<file path="src/rtl/inst_fetch_ctrl.sv">
// ---------------------------------------------------------------------------
// inst_fetch_ctrl
//
// Instruction fetch sequencer. Owns the byte-addressed fetch PC, presents it
// to an instruction memory that answers combinationally, and captures each
// returned word together with its PC into a small circular prefetch queue.
// Decode drains the queue head with a valid/ready handshake. A redirect
// restarts fetch at a new target and flushes everything already prefetched;
// a misaligned redirect target parks the block in a FAULT state until an
// aligned redirect or reset.
//
// Ports:
//   clk            system clock, rising-edge active
//   rst            asynchronous active-high reset
//   fetch_en       1 = allow new fetches, 0 = pause (queue still drains)
//   mem_addr       byte address to instruction memory (always fetch_pc)
//   mem_data       instruction word returned for mem_addr
//   out_valid      queue head holds a valid instruction
//   out_ready      decode accepts the head this cycle
//   out_inst       head instruction word
//   out_pc         byte address of the head instruction
//   redirect_valid one-cycle pulse: restart fetch at redirect_pc
//   redirect_pc    redirect target byte address
//   fault          misaligned redirect seen, fetch halted
//   fault_pc       offending redirect target
//   q_count        current queue occupancy (0..DEPTH)
// ---------------------------------------------------------------------------
module inst_fetch_ctrl #(
    parameter int                ADDR_W   = 15,
    parameter int                DEPTH    = 4,
    parameter logic [ADDR_W-1:0] RESET_PC = '0
) (
    input  logic                       clk,
    input  logic                       rst,
    input  logic                       fetch_en,
    output logic [ADDR_W-1:0]          mem_addr,
    input  logic [31:0]                mem_data,
    output logic                       out_valid,
    input  logic                       out_ready,
    output logic [31:0]                out_inst,
    output logic [ADDR_W-1:0]          out_pc,
    input  logic                       redirect_valid,
    input  logic [ADDR_W-1:0]          redirect_pc,
    output logic                       fault,
    output logic [ADDR_W-1:0]          fault_pc,
    output logic [$clog2(DEPTH):0]     q_count
);

    localparam int PTR_W = $clog2(DEPTH);
    localparam int CNT_W = PTR_W + 1;
    localparam logic [CNT_W-1:0]  DEPTH_CNT = CNT_W'(DEPTH);
    localparam logic [ADDR_W-1:0] PC_STEP   = ADDR_W'(4);

    typedef enum logic {
        ST_RUN   = 1'b0,
        ST_FAULT = 1'b1
    } state_t;

    state_t              state;
    state_t              state_next;

    logic [ADDR_W-1:0]   fetch_pc;
    logic [ADDR_W-1:0]   fault_pc_q;

    logic [31:0]         q_inst [DEPTH];
    logic [ADDR_W-1:0]   q_pc   [DEPTH];
    logic [PTR_W-1:0]    rd_ptr;
    logic [PTR_W-1:0]    wr_ptr;
    logic [CNT_W-1:0]    count;

    logic                pop;
    logic                push;
    logic                misaligned;

    // Handshake and fetch qualification. A full queue may still accept a
    // new word when the head leaves in the same cycle, so the queue keeps
    // streaming at one instruction per cycle without a bubble.
    assign out_valid  = (count != '0);
    assign pop        = out_valid & out_ready;
    assign misaligned = (redirect_pc[1:0] != 2'b00);
    assign push       = (state == ST_RUN) & fetch_en & ~redirect_valid &
                        ((count < DEPTH_CNT) | pop);

    // State register.
    always_ff @(posedge clk or posedge rst) begin
        if (rst) begin
            state <= ST_RUN;
        end else begin
            state <= state_next;
        end
    end

    // Next-state logic: only a redirect moves the machine, in either
    // direction, and its alignment picks the destination.
    always_comb begin
        state_next = state;
        if (redirect_valid) begin
            state_next = misaligned ? ST_FAULT : ST_RUN;
        end
    end

    // Fetch PC. A redirect always loads the target, even a misaligned one,
    // so mem_addr shows the offending address while faulted. Increment
    // wraps naturally at the top of the address space.
    always_ff @(posedge clk or posedge rst) begin
        if (rst) begin
            fetch_pc <= RESET_PC;
        end else if (redirect_valid) begin
            fetch_pc <= redirect_pc;
        end else if (push) begin
            fetch_pc <= fetch_pc + PC_STEP;
        end
    end

    // Captured fault address; kept after recovery so software can still
    // inspect the last offending target.
    always_ff @(posedge clk or posedge rst) begin
        if (rst) begin
            fault_pc_q <= '0;
        end else if (redirect_valid && misaligned) begin
            fault_pc_q <= redirect_pc;
        end
    end

    // Queue pointers and occupancy. A redirect discards everything; any
    // pop in that cycle is implicitly completed because the head is gone
    // either way.
    always_ff @(posedge clk or posedge rst) begin
        if (rst) begin
            rd_ptr <= '0;
            wr_ptr <= '0;
            count  <= '0;
        end else if (redirect_valid) begin
            rd_ptr <= '0;
            wr_ptr <= '0;
            count  <= '0;
        end else begin
            if (push) begin
                wr_ptr <= wr_ptr + 1'b1;
            end
            if (pop) begin
                rd_ptr <= rd_ptr + 1'b1;
            end
            case ({push, pop})
                2'b10:   count <= count + 1'b1;
                2'b01:   count <= count - 1'b1;
                default: count <= count;
            endcase
        end
    end

    // Queue storage needs no reset: nothing is read from a slot until a
    // push has written it, and the outputs are gated by out_valid.
    always_ff @(posedge clk) begin
        if (push) begin
            q_inst[wr_ptr] <= mem_data;
            q_pc[wr_ptr]   <= fetch_pc;
        end
    end

    // Outputs read zero whenever the queue is empty, which also makes them
    // clear immediately on an asynchronous reset.
    assign mem_addr = fetch_pc;
    assign out_inst = out_valid ? q_inst[rd_ptr] : '0;
    assign out_pc   = out_valid ? q_pc[rd_ptr]   : '0;
    assign fault    = (state == ST_FAULT);
    assign fault_pc = fault_pc_q;
    assign q_count  = count;

endmodule

</file>
<file path="config.mk">
export PLATFORM = sky130hd
export DESIGN_NAME = inst_fetch_ctrl
export DESIGN_NICKNAME = d
export VERILOG_FILES = /design/src/rtl/inst_fetch_ctrl.sv
export SDC_FILE = /design/constraint.sdc
export NUM_CORES = 1
export LEC_CHECK = 0
export ABC_CLOCK_PERIOD_IN_PS = 2800
export CAP_MARGIN = 20
export CORE_AREA = 10 10 161 163
export DETAILED_ROUTE_END_ITERATION = 8
export DIE_AREA = 0 0 171 173
export PLACE_DENSITY_LB_ADDON = 0.05
export SYNTH_ARGS = -nofsm -noshare
export SYNTH_HDL_FRONTEND = slang
export SYNTH_SLANG_ARGS = --single-unit
</file>
<file path="constraint.sdc">
create_clock -name clk -period 2.8 [get_ports clk]
set_input_delay 0.42 -clock clk [delete_from_list [all_inputs] [get_ports clk]]
set_output_delay 0.42 -clock clk [all_outputs]
set_load 0.01 [all_outputs]
</file>
==> Yosys cells after proc, flatten, opt, wreduce, memory -nomap -nowiden <==
Memory sizes are Yosys's and may differ from the RTL's.
Cells that the tools add are included.
Widths: inputs -> output; s select.
{ "totals": {"input_bits": 52, "regBits": 38, "n_memories": 2, "ramBits": 188} }
{ "classes": {"addsub": 5, "eq_ne": 2, "n_bitwise": 7, "n_reduce_logical": 6, "muxes": 13, "magnitude_cmp": 1} }
{ "mem_list": {"columns": ["memory", "words", "word_bits", "rd", "rd_clocked_by_memory_dff", "wr", "line_no", "text"], "rows": [
  ["q_inst", 4, 32, 1, 0, 1, "65", "logic [31:0] q_inst [DEPTH];"],
  ["q_pc", 4, 15, 1, 0, 1, "66", "logic [ADDR_W-1:0] q_pc [DEPTH];"]
]} }
{ "ops": {"columns": ["cell", "n"], "rows": [
  ["$mux 15", 3],
  ["$mux 32", 1],
  ["$add 15x3->15 const B", 1],
  ["$mux 2", 4],
  ["$pmux 3 s2", 1],
  ["$reduce_bool 2->1", 3],
  ["$reduce_bool 3->1", 2],
  ["$add 2x1->2 const B", 2],
  ["$and 1x1->1", 4],
  ["$add 3x1->3 const B", 1],
  ["$lt 3x3->1 const B", 1],
  ["$mux 1", 3],
  ["$mux 3", 1],
  ["$sub 3x1->3 const B", 1],
  ["$eq 2x1->1 const B", 1],
  ["$eq 2x2->1 const B", 1],
  ["$not 1->1", 2],
  ["$logic_and 1x1->1", 1],
  ["$or 1x1->1", 1]
]} }

==> Depth between registers and ports, before layout <==
Gate-level depths: netlist of the first run.
{ "logic_depth": {"word_depth": 7, "depth_mapped": 8, "ltp_nobuf": 7} }

==> Least setup slack after synthesis of the first run <==
OpenSTA, ideal clock, no wires.
{ "synth_path": {"path_type": "reg-to-reg", "startpoint": "register state (netlist: fault)", "endpoint": "memory q_inst[1][0], enable pin", "arrival_ns": 2.200, "period_less_slack_ns": 2.610, "stages_incl_launch_ff": 5, "slack_ns": 0.190, "path_buffers": 1, "cell_sequence": "dfrtp_1 -> nand2b_1 -> buf_2 -> nor3_1 -> and2_1"} }
{ "synth_between": {"elab_chain_len": 6} }
{ "synth_lines": {"columns": ["item", "line_no", "text"], "rows": [
  ["start, declared", "59", "state_t state;"],
  ["start signal, assigned", "89", "state <= state_next;"],
  ["$not 1->1", "81", "assign push = (state == ST_RUN) & fetch_en & ~redirect_valid &"],
  ["$and 1x1->1 (3 in a row)", "81", null],
  ["$mux 1", "155", "if (push) begin"],
  ["$mux 1 (not written as such)", "156", "q_inst[wr_ptr] <= mem_data;"],
  ["end, declared", "65", null]
]} }
No other way between the ends.

==> Final worst setup path of the first run <==
{ "layout_path": {"startpoint": "register rd_ptr[0]", "endpoint": "output port out_inst[15]"} }
{ "layout_between": {"elab_chain_len": 2} }
{ "layout_lines": {"columns": ["item", "line_no", "text"], "rows": [
  ["start, declared", "67", "logic [PTR_W-1:0] rd_ptr;"],
  ["start signal, assigned", "142", "rd_ptr <= rd_ptr + 1'b1;"],
  ["$mem_v2 4x32", null, null],
  ["$mux 32", "164", "assign out_inst = out_valid ? q_inst[rd_ptr] : '0;"],
  ["end, declared", "40", "output logic [31:0] out_inst,"]
]} }
No other way between the ends.

==> summary.md, run 1 <==
| Metric | Value |
|---|---|
| Seq pwr share | 40.8% |
| Synth area leaders | edfxtp_1, mux4_2, dfrtp_1 |
| Initial DRC Count | approximately 260 |
| Largest net degree at the start of global routing | 48 |
| Via Count | about 4900 |
| # port buffers | between 100 and 150 |
| Diode count | 0 |
| Fillers | between 1500 and 2000 |
| R2R Setup Slk | 0.35 ns |
| XOR/XNOR Fraction of Synth Area | 0.976% |
| Final instance area | 0.0115 mm² |
| Post-Route WL | roughly 20000 µm |
| Finished Layout Cells | 946 |
| Most common cell after layout, fill and taps aside | edfxtp_1 |
| Share of cells above drive strength 1 | between 10% and 20% |
| Post-synth top area cell | edfxtp_1 |
| Horiz. Die Dim | about 170 µm |
| WP data required | about 2.4 ns |
| Post-synthesis simple-gate area fraction | 7.51% |
| Worst Setup Path Type | flop to primary output |
| VDD IR max | about 0.0004 V |
| Commonest non-fill, non-tap cells in the layout | edfxtp_1, clkdlybuf4s50_1, mux4_2, and2_1, dlygate4sd2_1 |
| Total Power | between 0.009 and 0.01 W |
| Worst-path fanout max | 17 |
| Post-synthesis sequential area ratio | between 70% and 80% |
| Placed Cells | approximately 900 |
| RSZ-0062 raised after global routing | false |
| Drt pass-1 iters | 5 |
| Latest clock arrival within the worst-skew pair | 0.50 ns |
| WP data arrival | around 2.3 ns |
| Worst R2R End | q_count[2] |
| Clock buffer count from CTS | 24 |
| Synth top area share | between 60% and 70% |
| Clock Path Buffers | 3 |
| Critical Path Stages | 5 |
| Final #Nets | 705 |
| Synth Instances | just under 500 |
| Synth Area in Compound Gates | between 1.5 and 2% |
| CTS Sinks | roughly 230 |
| EDFF count, synth | 188 |
| CP peak stage delay | about 0.52 ns |
| Multiplexer area fraction after synthesis | 13.8% |
| Outcome | completed |
| Power per cell area | roughly 840 mW/mm² |
| Die Area | roughly 0.03 mm² |
| Lkg Pwr | 4.05 nW |
| GRT overflow | 0 |
| First-pass GRT wire length | between 30000 and 40000 µm |
| Final Setup Violations | 0 |
| CTS tree | done |
| Final hold viol count | 0 |
| CTS H-tree lvls | 1 |
| Via-per-instance ratio | 5.16 |
| Starting Density | about 40% |
| Antenna violations before repair | 0 |
| Residual DRC | 0 |
| Number of global-route vias before repair | 5479 |
| Worst setup path start | rd_ptr[0] |
| Maxcap violations | 0 |
| Gate power share | 29.4% |
| Core area | between 0.02 and 0.025 mm² |
| Setup crit start kind | flop |
| Clock power share | between 20 and 30% |
| Number of routed nets with antenna violations | 0 |
| Post-DP HPWL | ~12000 µm |
| Fin crit period | between 2 and 3 ns |
| CP cell instances | buf_4 -> buf_16 -> mux4_2 -> and2_1 -> dlygate4sd2_1 |
| Actual slew at the worst max-slew pin | between 0.7 and 0.8 ns |
| Average cell area after synthesis | about 18 µm² |
| Gr usage total | about 14% |
| Worst slew margin | about 50% |
| Area grow syn2layout | 28.6% |
| Sw Ratio | ~27% |
| Io pins | roughly 130 |
| CP Capture Type | primary output |
| Clk slew on worst S/H paths | around 0.060 ns |
| Cell Area, Synth | 0.00898 mm² |
| Row count | 55 |
| Highest-delay cell along the critical path | mux4_2 |
| Sw power | between 0.002 and 0.003 W |
| CP delay by family, top | buffers and inverters |
| Max Slew Vio Count | 0 |
| FFs w/ async S/R, synth | ~17% |
| Placed Area | ~0.011 mm² |
| Worst Path Buf+Inv | 3 |
| Synth Register Bits | between 200 and 250 |
| Adder-cell area share of the yosys netlist | 0.920% |
| Hold Crit Class | primary input to asynchronous set/reset pin |
| Distinct cells, synth | 40 |
| Post-DR wirelength/cell | between 20 and 25 µm |
| Fin crit share | between 90% and 100% |
| Placer Congestion | a little over 0.8 |
| Worst Setup EP | out_inst[15] |
| Syn. warnings | 0 |
| Largest family of logic cells by synthesized area | multiplexers |
| R2r startpoint | q_count[0] |
| Clock Skew | roughly 0.0079 ns |
| Int Power | 0.00704 W |
| Root buffer cell | clkbuf_16 |
| Max Freq | 372 MHz |
| Die Span Y | ~170 µm |
| Syn_nets | about 550 |
| Ys flop type | edfxtp_1 |
| Worst Reg-to-Reg Cells | 8 |
## kinds of logic (layout without fill, tap and decap cells)
logic type | Yosys count | count (layout)
AOI/OAI and AO/OA | 30 | 30
muxes | 63 | 63
and+or+nand+nor | 122 | 122
xor gates and xnor gates | 10 | 10
adders and majority gates | 6 | 6
DFF | 226 | 226
buffers and inverters | 31 | 204
## stage by stage
stage               setup WS [ns]  utilization (%)  setup TNS [ns]  hold slack, ns
floorplan                   0.190                -               0           0.509
global placement            0.338             47.7               0           0.469
detailed placement          0.271             47.7               0           0.472
CTS                       -0.0566             51.1         -0.0982           0.118
global route              0.00382             51.1               0           0.129
finish                      0.113             51.1               0           0.131
## what timing repair did
| action | in CTS | in global routing |
|---|---|---|
| gates cloned | 2 | 0 |
| hold buffers | 0 | 0 |
| buffers inserted | 4 | 2 |
| pin swaps | 0 | 0 |
| endpoints found under the setup margin | 47 | 4 |
| resized for setup | 55 | 5 |
## Yosys cell counts, types with 6 or more instances
master / number
nand2_1: 21
o21ai_1: 13
nand3_1: 12
and2_1: 51
dfrtp_1: 38
buf_2: 6
edfxtp_1: 188
mux2_1: 7
inv_1: 7
nor2_1: 11
clkbuf_1: 15
mux4_2: 47
xnor2_1: 6
mux2_2: 7
## layer usage
layer | track usage (%) | vias up | wire, µm
met5 | 0 | - | 0
met2 | 22.3 | 145 | 9740
met4 | 2.61 | 0 | 161
met3 | 4.05 | 12 | 1500
met1 | 17.3 | 2507 | 8670
li1 | - | 2217 | -
## cell type report
type | count | area, µm² | share of cell area, %
clock inverters | 7 | 55.1 | 0.477
repair buffers | 157 | 1590 | 13.8
flip-flops and latches | 226 | 6600 | 57.2
clock buffers | 33 | 656 | 5.68
inverters | 7 | 26.3 | 0.228
well taps | 285 | 357 | 3.09
multi-input cells | 231 | 2250 | 19.5
## registers in the layout, summed over array words and instances, names as in the netlist
signal,flops
q_inst,128
q_pc,60
rd_ptr,2
fault,1
wr_ptr,2
q_count,3
mem_addr,15
fault_pc,15
## worst min-delay path by stage
stage,startpoint,cells past startpoint,slack [ns],to
after floorplan,fault_pc[1],2,0.51,fault_pc[1]
after global placement,fault_pc[1],2,0.47,fault_pc[1]
after detailed placement,fault_pc[0],2,0.47,fault_pc[0]
after CTS,rst,2,0.12,mem_addr[1]
after global routing,rst,2,0.13,fault_pc[2]
final,rst,2,0.13,fault_pc[2]
## power by group through the flow
stage	combinational, W	clock, W	sequential (W)
global route	0.00313	0.00314	0.00398
global placement	0.00301	0	0.00400
floorplan	0.00150	0	0.00399
finish	0.00285	0.00289	0.00395
detailed placement	0.00303	0	0.00401
CTS	0.00293	0.00299	0.00396
Power figures use the tool's default switching activity.
==> run 2: changes to the inputs <==
- CELL_PAD_IN_SITES_DETAIL_PLACEMENT: default -> 0
- CELL_PAD_IN_SITES_GLOBAL_PLACEMENT: default -> 1
==> run 2 against run 1 <==
  * Sequential share of layout area shrank 0.73 points
  * Clock power rose by 3%
  * Setup slack worse by 0.026 ns
  * Clock skew increased by 0.0047 ns
==> summary.md, run 2 (same netlist as run 1, synthesis figures left out) <==
| Metric | Value |
|---|---|
| Seq pwr share | 39.9% (was 40.8%) |
| R2R Setup Slk | 0.42 ns (was 0.35 ns) |
| Die Area | 0.0296 mm² (unchanged) |
| Setup crit start kind | flop (unchanged) |
| Starting Density | 39.8% (unchanged) |
| Clock buffer count from CTS | 24 (unchanged) |
| Gate power share | 29.8% (was 29.4%) |
| Fin crit period | 2.71 ns (was 2.69 ns) |
| Row count | 55 (unchanged) |
| Number of routed nets with antenna violations | 0 (unchanged) |
| Post-DR wirelength/cell | 20.6 µm (was 21.2 µm) |
| Int Power | 0.00722 W (was 0.00704 W) |
| Gr usage total | 13.3% (was 13.5%) |
| Antenna violations before repair | 0 (unchanged) |
| Worst Setup EP | out_pc[7] (was out_inst[15]) |
| Highest-delay cell along the critical path | or3_2 (was mux4_2) |
| Area grow syn2layout | 30.3% (was 28.6%) |
| Clock Skew | 0.0125 ns (was 0.00789 ns) |
| Maxcap violations | 0 (unchanged) |
| Worst Reg-to-Reg Cells | 8 (unchanged) |
| Via Count | 4861 (was 4881) |
| Clk slew on worst S/H paths | 0.06 ns (about the same) |
| First-pass GRT wire length | 31000 µm (was 31500 µm) |
| Clock power share | 30.2% (was 29.9%) |
| Fin crit share | 96.9% (was 96.0%) |
| Actual slew at the worst max-slew pin | 0.538 ns (was 0.726 ns) |
| R2r startpoint | q_count[1] (was q_count[0]) |
| Final hold viol count | 0 (unchanged) |
| Post-DP HPWL | 12900 µm (was 12200 µm) |
| Diode count | 0 (unchanged) |
| Worst-path fanout max | 34 (was 17) |
| Number of global-route vias before repair | 5313 (was 5479) |
| Most common cell after layout, fill and taps aside | edfxtp_1 (unchanged) |
| Via-per-instance ratio | 5.06 (was 5.16) |
| VDD IR max | 0.000413 V (was 0.000389 V) |
| Initial DRC Count | 227 (was 256) |
| CP cell instances | or3_2 -> buf_12 -> and2_1 -> clkdlybuf4s50_1 (was buf_4 -> buf_16 -> mux4_2 -> and2_1 -> dlygate4sd2_1) |
| WP data arrival | 2.29 ns (was 2.27 ns) |
| Largest net degree at the start of global routing | 35 (was 48) |
| Power per cell area | 844 mW/mm² (was 840 mW/mm²) |
| Share of cells above drive strength 1 | 19.4% (was 17.9%) |
| Fillers | 1887 (was 1906) |
| Commonest non-fill, non-tap cells in the layout | edfxtp_1, clkdlybuf4s50_1, mux4_2, and2_1, dfrtp_1 (was edfxtp_1, clkdlybuf4s50_1, mux4_2, and2_1, dlygate4sd2_1) |
| Finished Layout Cells | 961 (was 946) |
| Final Setup Violations | 0 (unchanged) |
| CP Capture Type | primary output (unchanged) |
| Final #Nets | 716 (was 705) |
| Util after Layout | 51.8% (was 51.1%) |
| Sw power | 0.00265 W (was 0.00266 W) |
| Io pins | 134 (unchanged) |
| Placed Cells | 906 (was 898) |
| Horiz. Die Dim | 171 µm (unchanged) |
| CP peak stage delay | 0.50 ns (was 0.52 ns) |
| # port buffers | 133 (unchanged) |
| Worst Setup Path Type | flop to primary output (unchanged) |
| Worst R2R End | q_count[2] (unchanged) |
| Max Freq | 369 MHz (was 372 MHz) |
| Die Span Y | 173 µm (unchanged) |
| GRT overflow | 0 (unchanged) |
| Max Slew Vio Count | 0 (unchanged) |
| Largest Register | q_inst (unchanged) |
| Placer Congestion | 0.759 (was 0.808) |
| Sw Ratio | 26.8% (was 27.4%) |
| Regs by FF count | q_inst: 128 flops, q_pc: 60 flops (unchanged) |
| Outcome | completed (unchanged) |
| Worst setup path start | q_count[1] (was rd_ptr[0]) |
| Latest clock arrival within the worst-skew pair | 0.51 ns (was 0.50 ns) |
| Core area | 0.0226 mm² (unchanged) |
| Placed Area | 0.0109 mm² (was 0.0108 mm²) |
| Lkg Pwr | 4.12 nW (was 4.05 nW) |
| CTS tree | done (unchanged) |
| Clock Path Buffers | 3 (unchanged) |
| Setup TNS | 0 ns (unchanged) |
| Root buffer cell | clkbuf_16 (unchanged) |
| CTS H-tree lvls | 1 (unchanged) |
| Drt pass-1 iters | 4 (was 5) |
| Max reg flops | 128 (unchanged) |
| CTS Sinks | 226 (unchanged) |
| Hold Crit Class | primary input to asynchronous set/reset pin (unchanged) |
| WP data required | 2.38 ns (about the same) |
| Worst slew margin | 64.1% (was 51.1%) |
| Hold_ws | 0.105 ns (was 0.131 ns) |
| Residual DRC | 0 (unchanged) |
| Post-Route WL | 19800 µm (was 20100 µm) |
| Final instance area | 0.0117 mm² (was 0.0115 mm²) |
-- run 2: worst min-delay path by stage --
| stage | start | end | slack, ns | cells past startpoint |
|---|---|---|---|---|
| after floorplan | fault_pc[1] | fault_pc[1] | 0.51 | 2 |
| after detailed placement | fault_pc[1] | fault_pc[1] | 0.48 | 2 |
| final | rst | fault_pc[1] | 0.11 | 2 |
| after CTS | rst | fault_pc[1] | 0.09 | 2 |
| after global routing | rst | fault_pc[1] | 0.12 | 2 |
| after global placement | fault_pc[1] | fault_pc[1] | 0.47 | 2 |
-- run 2: worst max-delay path, delay by kind of cell, from the launching register on --
family / cells / cell delay, ns
buffers and inverters: 2 / 0.67
and+or+nand+nor: 2 / 0.66
DFF: 1 / 0.44
-- run 2: timing repair --
action	in CTS	in global routing
setup buffers	2	8
hold buffers	0	0
gates resized for setup	34	8
cloned	1	0
endpoints found under the setup margin	47	16
-- run 2: layout make-up --
cell class / instances / area (µm²) / share of cell area (%)
clock buffers: 34 / 681 / 5.82
clock inverters: 10 / 68.8 / 0.588
inverters: 7 / 26.3 / 0.225
multi-input cells: 231 / 2250 / 19.3
flip-flops and latches: 226 / 6610 / 56.5
well taps: 285 / 357 / 3.05
repair buffers: 168 / 1700 / 14.6
-- run 2: power by group through the flow --
stage	combinational, W	sequential, W	clock, W
after floorplan	0.00150	0.00399	0
after global placement	0.00300	0.00404	0
after detailed placement	0.00301	0.00405	0
after CTS	0.00293	0.00398	0.00307
after global routing	0.00321	0.00396	0.00323
final	0.00295	0.00394	0.00299
-- run 2: per-stage QoR --
step | setup WS [ns] | power, W
after floorplan | 0.190 | 0.00549
after global placement | 0.358 | 0.00705
after detailed placement | 0.282 | 0.00706
after CTS | -0.0915 | 0.00997
after global routing | -0.00223 | 0.0104
final | 0.0867 | 0.00987
-- run 2: metal layers --
layer | global-route usage (%) | wire, µm | vias up
li1 | - | - | 2240
met2 | 21.9 | 9640 | 131
met1 | 17.0 | 8650 | 2469
met5 | 0 | 0 | -
met3 | 3.67 | 1310 | 21
met4 | 3.12 | 214 | 0
